$ cat config.mk
export PLATFORM = sky130hd
export DESIGN_NAME = router_ctrl
export DESIGN_NICKNAME = d
export VERILOG_FILES = /design/src/rtl/router_ctrl.sv
export SDC_FILE = /design/constraint.sdc
export NUM_CORES = 1
export LEC_CHECK = 0
export BUFFER_PORTS_ARGS = -buffer_cell sky130_fd_sc_hd__buf_4
export CORE_AREA = 2 2 39 41
export DETAILED_ROUTE_END_ITERATION = 8
export DIE_AREA = 0 0 41 43
export PLACE_DENSITY = 0.77
export SLEW_MARGIN = 20
export SYNTH_ARGS = -nofsm -noshare
export SYNTH_HDL_FRONTEND = slang
export SYNTH_SLANG_ARGS = --single-unit
$ cat constraint.sdc
create_clock -name clock -period 4.8 [get_ports clock]
set_clock_uncertainty 0.15 [all_clocks]
set_input_delay 0.24 -clock clock [delete_from_list [all_inputs] [get_ports clock]]
set_output_delay 0.24 -clock clock [all_outputs]
set_load 0.1 [all_outputs]
$ cat src/rtl/router_ctrl.sv
// Packet-sequencing controller for the 1x3 router: header decode, FIFO write steering and full stalls.
// Optional per-port read-timeout soft reset is built when ROUTER_SOFT_RESET_EN is defined.
module router_ctrl #(
    parameter int TIMEOUT_CYCLES = 30
) (
    input  logic       clock,
    input  logic       resetn,
    input  logic       pkt_valid,
    input  logic [1:0] data_in,
    input  logic [2:0] fifo_full,
    input  logic [2:0] fifo_empty,
    input  logic [2:0] read_enb,
    input  logic       parity_done,
    input  logic       low_pkt_valid,
    output logic [2:0] write_enb,
    output logic [2:0] vld_out,
    output logic [2:0] soft_reset,
    output logic       fifo_full_sel,
    output logic       detect_add,
    output logic       lfd_state,
    output logic       ld_state,
    output logic       laf_state,
    output logic       full_state,
    output logic       rst_int_reg,
    output logic       busy
);

    typedef enum logic [2:0] {
        DECODE_ADDRESS     = 3'd0,
        LOAD_FIRST_DATA    = 3'd1,
        LOAD_DATA          = 3'd2,
        FIFO_FULL_STATE    = 3'd3,
        LOAD_AFTER_FULL    = 3'd4,
        LOAD_PARITY        = 3'd5,
        CHECK_PARITY_ERROR = 3'd6,
        WAIT_TILL_EMPTY    = 3'd7
    } state_t;

    state_t     state_r;
    state_t     next_s;
    state_t     normal_s;
    logic [1:0] addr_r;
    logic [3:0] empty_pad_s;
    logic [3:0] full_pad_s;
    logic       hdr_ok_s;
    logic       wr_s;
    logic       override_s;

    // Padding to four entries keeps the invalid address 3 in range; it reads as not empty / not full.
    assign empty_pad_s   = {1'b0, fifo_empty};
    assign full_pad_s    = {1'b0, fifo_full};
    assign hdr_ok_s      = pkt_valid && (data_in != 2'd3);
    assign fifo_full_sel = full_pad_s[addr_r];
    assign vld_out       = ~fifo_empty;

`ifdef ROUTER_SOFT_RESET_EN
    localparam logic [4:0] CNT_LIMIT = 5'(TIMEOUT_CYCLES - 1);

    logic [4:0] cnt_r [3];
    logic [2:0] soft_reset_r;
    logic [3:0] sr_pad_s;

    // Per-port stall timers; a read or an idle port clears the count.
    always_ff @(posedge clock or negedge resetn) begin
        if (!resetn) begin
            for (int i = 0; i < 3; i++) begin
                cnt_r[i] <= 5'd0;
            end
            soft_reset_r <= 3'b000;
        end else begin
            for (int i = 0; i < 3; i++) begin
                if (vld_out[i] && !read_enb[i]) begin
                    if (cnt_r[i] == CNT_LIMIT) begin
                        soft_reset_r[i] <= 1'b1;
                        cnt_r[i]        <= 5'd0;
                    end else begin
                        soft_reset_r[i] <= 1'b0;
                        cnt_r[i]        <= cnt_r[i] + 5'd1;
                    end
                end else begin
                    soft_reset_r[i] <= 1'b0;
                    cnt_r[i]        <= 5'd0;
                end
            end
        end
    end

    assign soft_reset = soft_reset_r;
    assign sr_pad_s   = {1'b0, soft_reset_r};
    assign override_s = sr_pad_s[addr_r] && (state_r != DECODE_ADDRESS);
`else
    logic unused_s;

    assign unused_s   = ^{read_enb, 5'(TIMEOUT_CYCLES)};
    assign soft_reset = 3'b000;
    assign override_s = 1'b0;
`endif

    // Destination address capture from an accepted header.
    always_ff @(posedge clock or negedge resetn) begin
        if (!resetn) begin
            addr_r <= 2'd0;
        end else if ((state_r == DECODE_ADDRESS) && hdr_ok_s) begin
            addr_r <= data_in;
        end else begin
            addr_r <= addr_r;
        end
    end

    // State register.
    always_ff @(posedge clock or negedge resetn) begin
        if (!resetn) begin
            state_r <= DECODE_ADDRESS;
        end else begin
            state_r <= next_s;
        end
    end

    // Next-state logic; a timeout on the active port abandons the packet.
    always_comb begin
        normal_s = state_r;
        case (state_r)
            DECODE_ADDRESS: begin
                if (hdr_ok_s && empty_pad_s[data_in]) begin
                    normal_s = LOAD_FIRST_DATA;
                end else if (hdr_ok_s) begin
                    normal_s = WAIT_TILL_EMPTY;
                end else begin
                    normal_s = DECODE_ADDRESS;
                end
            end
            WAIT_TILL_EMPTY: begin
                if (empty_pad_s[addr_r]) begin
                    normal_s = LOAD_FIRST_DATA;
                end else begin
                    normal_s = WAIT_TILL_EMPTY;
                end
            end
            LOAD_FIRST_DATA: normal_s = LOAD_DATA;
            LOAD_DATA: begin
                if (fifo_full_sel) begin
                    normal_s = FIFO_FULL_STATE;
                end else if (!pkt_valid) begin
                    normal_s = LOAD_PARITY;
                end else begin
                    normal_s = LOAD_DATA;
                end
            end
            FIFO_FULL_STATE: begin
                if (!fifo_full_sel) begin
                    normal_s = LOAD_AFTER_FULL;
                end else begin
                    normal_s = FIFO_FULL_STATE;
                end
            end
            LOAD_AFTER_FULL: begin
                if (parity_done) begin
                    normal_s = DECODE_ADDRESS;
                end else if (low_pkt_valid) begin
                    normal_s = LOAD_PARITY;
                end else begin
                    normal_s = LOAD_DATA;
                end
            end
            LOAD_PARITY: normal_s = CHECK_PARITY_ERROR;
            CHECK_PARITY_ERROR: begin
                if (fifo_full_sel) begin
                    normal_s = FIFO_FULL_STATE;
                end else begin
                    normal_s = DECODE_ADDRESS;
                end
            end
            default: normal_s = DECODE_ADDRESS;
        endcase
        next_s = override_s ? DECODE_ADDRESS : normal_s;
    end

    // Moore state decodes and one-hot write steering.
    always_comb begin
        detect_add  = (state_r == DECODE_ADDRESS);
        lfd_state   = (state_r == LOAD_FIRST_DATA);
        ld_state    = (state_r == LOAD_DATA);
        laf_state   = (state_r == LOAD_AFTER_FULL);
        full_state  = (state_r == FIFO_FULL_STATE);
        rst_int_reg = (state_r == CHECK_PARITY_ERROR);
        busy        = !((state_r == DECODE_ADDRESS) || (state_r == LOAD_DATA));
        wr_s        = lfd_state || ld_state || laf_state || (state_r == LOAD_PARITY);
        write_enb   = 3'b000;
        case (addr_r)
            2'd0:    write_enb = {2'b00, wr_s};
            2'd1:    write_enb = {1'b0, wr_s, 1'b0};
            2'd2:    write_enb = {wr_s, 2'b00};
            default: write_enb = 3'b000;
        endcase
    end

endmodule

==> out/metrics.csv <==
metric,value,unit
Tot GR Track Use,14.8,%
I/O Buffers,26,
TNS Setup,0,ns
Startpoint Class,flop,
drt via density,4.99,
Yosys warning total,0,
Initial Util,38.2,%
Final Hold Fails,0,
CTS tree,done,
Synth top area share,23.6,%
vias in the first global route,494,
Max-cap violations,0,
Mapped Area,529,sq um
Tcrit/Tclk final,43.0,%
crit-path max cell delay,0.48,ns
row count,14,
Synth cell types,32,
post-synth top area cell,dfrtp_1,
"Seq/Total Area, Yosys",23.6,%
"worst slack, placed",2.98,ns
Crit Path Class,flop to primary output,
Die Ht,43,um
slowest cell on the critical path,dfrtp_1,
post-layout min period,2.06,ns
Die W,41,um
setup violators final,0,
wire length of the first global-routing pass,1.81,mm
cell count after synthesis,62,
FMAX,484,MHz
via count,514,
DR iter-0 viols,1,
cells along the critical path,"nor2_4, inv_2, xnor2_1, nor3b_1, buf_4",
Final Non-Filler Cells,103,
I/O pin cnt,33,
Nets,104,
largest net degree at the start of global routing,15,
initial antenna violation count,0,
Hold Path Class,primary input to flop,
Area contributors post-synth,"dfrtp_1, mux2i_1, buf_6",
Final Core Density,52.0,%
Post-CTS Setup Bufs,0,
critical path arrival,1.67,ns
Placed Instances,98,
CP required,4.41,ns
RSZ-0062 raised after global routing,false,
CTS sink count,5,
dpl hpwl,889,um
n_diodes,0,
Yosys reg bits,5,
Worst Setup End Kind,primary output,
synthesis-to-finish area growth,35.9,%
WL final,1.15,mm
Core Footprint,0.00138,sq mm
CTS root buffer,clkbuf_4,
fraction of layout cells with a size suffix above 1,39.1,%
Final WS setup,2.74,ns
deepest clock path buffer count,2,
clock slew at reported path FFs,0.04,ns
Worst-Skew Late Latency,0.24,ns
Initial DRT Pass Iterations,3,
CP Max Fanout,9,
Max Slew Vio Count,0,
DR WL/cell,11.2,um
# H-tree levels,1,
post-route ant nets,0,
gpl congestion,0.778,
Filler Cells Inserted,139,
Remaining DRCs,0,
syn avg cell area,8.54,sq um
run status,"complete, no violations",
grt ovf,0,
die area,0.00176,sq mm
Num CTS Buffers,3,
kinds of logic after synthesis:
kind of cell    share of synthesized area, %
compound gates                          15.4
xor+xnor                                1.66
buf+inv                                 15.8
flops                                   23.6
mux                                     7.57
other cells                            0.709
simple gates                            35.2
per-stage QoR:
step / hold WS, ns / instance area (sq um)
after detailed placement: -0.108 / 683
after floorplan: -0.206 / 537
final: 0.135 / 719
after CTS: 0.124 / 719
after global routing: 0.143 / 719
after global placement: -0.107 / 683
synth_stat cells (all sizes together):
cell    n
nand3b  3
nand2   2
nor2    9
xnor2   1
a211o   1
nand4   1
mux2i   4
o21a    2
nand2b  1
or3     1
dfrtp   5
nor4b   1
a21oi   1
o22a    2
and3b   2
o21ai   3
or4     1
conb    1
and2b   1
nor3    1
and2    1
inv     4
buf     8
o22ai   1
nor3b   4
a21bo   1
final timing paths:
check | endpoint | startpoint | cells past startpoint | slack, ns
setup / recovery | write_enb[2] | state_r[0] | 5 | 2.74
hold / removal | addr_r[1] | data_in[1] | 2 | 0.14
setup reg to reg | state_r[2] | state_r[1] | 3 | 3.07
hold reg to reg | addr_r[1] | addr_r[1] | 1 | 0.54
max in group asynchronous | addr_r[0] | resetn | 2 | 4.21
min in group asynchronous | state_r[0] | resetn | 2 | 0.18
worst max-delay path: cells and delay by family (launching register included):
family / cells / cell delay (ns)
XOR/XNOR: 1 / 0.15
buffers and inverters: 2 / 0.39
flip-flops: 1 / 0.48
AND/OR/NAND/NOR: 2 / 0.41
layout by cell type (no fill, tap or decap), types with 2 or more instances in the layout:
| master | n |
|---|---|
| dfrtp_1 | 5 |
| buf_4 | 26 |
| conb_1 | 3 |
| nor3b_1 | 4 |
| nand2_1 | 2 |
| nor2_1 | 8 |
| and3b_1 | 2 |
| clkbuf_4 | 3 |
| o21ai_0 | 2 |
| mux2i_1 | 4 |
| o21a_1 | 2 |
| inv_1 | 3 |
| o22a_1 | 2 |
| nand3b_1 | 2 |
flip-flops by register name (all words and copies together) (netlist names):
signal / cells
state_r: 3
addr_r: 2
layer usage:
layer / global-route usage [%] / share of wire (%) / vias up
li1: - / - / 262
met1: 15.4 / 40 / 236
met2: 24.4 / 53 / 16
met3: 5.24 / 7.0 / 0
met4: 8.00 / 0 / 0
met5: 0 / 0 / -
repair_timing:
action / CTS / global route
endpoints found under the hold margin: 5 / 0
hold buffers: 1 / 0
gates resized for setup: 0 / 0
final cells by class:
type	instances	area, sq um	area share [%]
clock buffers	4	26.3	3.65
inverters	4	15.0	2.09
multi-input cells	47	328	45.6
well taps	16	20.0	2.78
flip-flops and latches	5	125	17.4
repair buffers	27	205	28.5
Power is not shown: default switching activity piles up to over one toggle a cycle in this logic, so the estimate is an artifact.
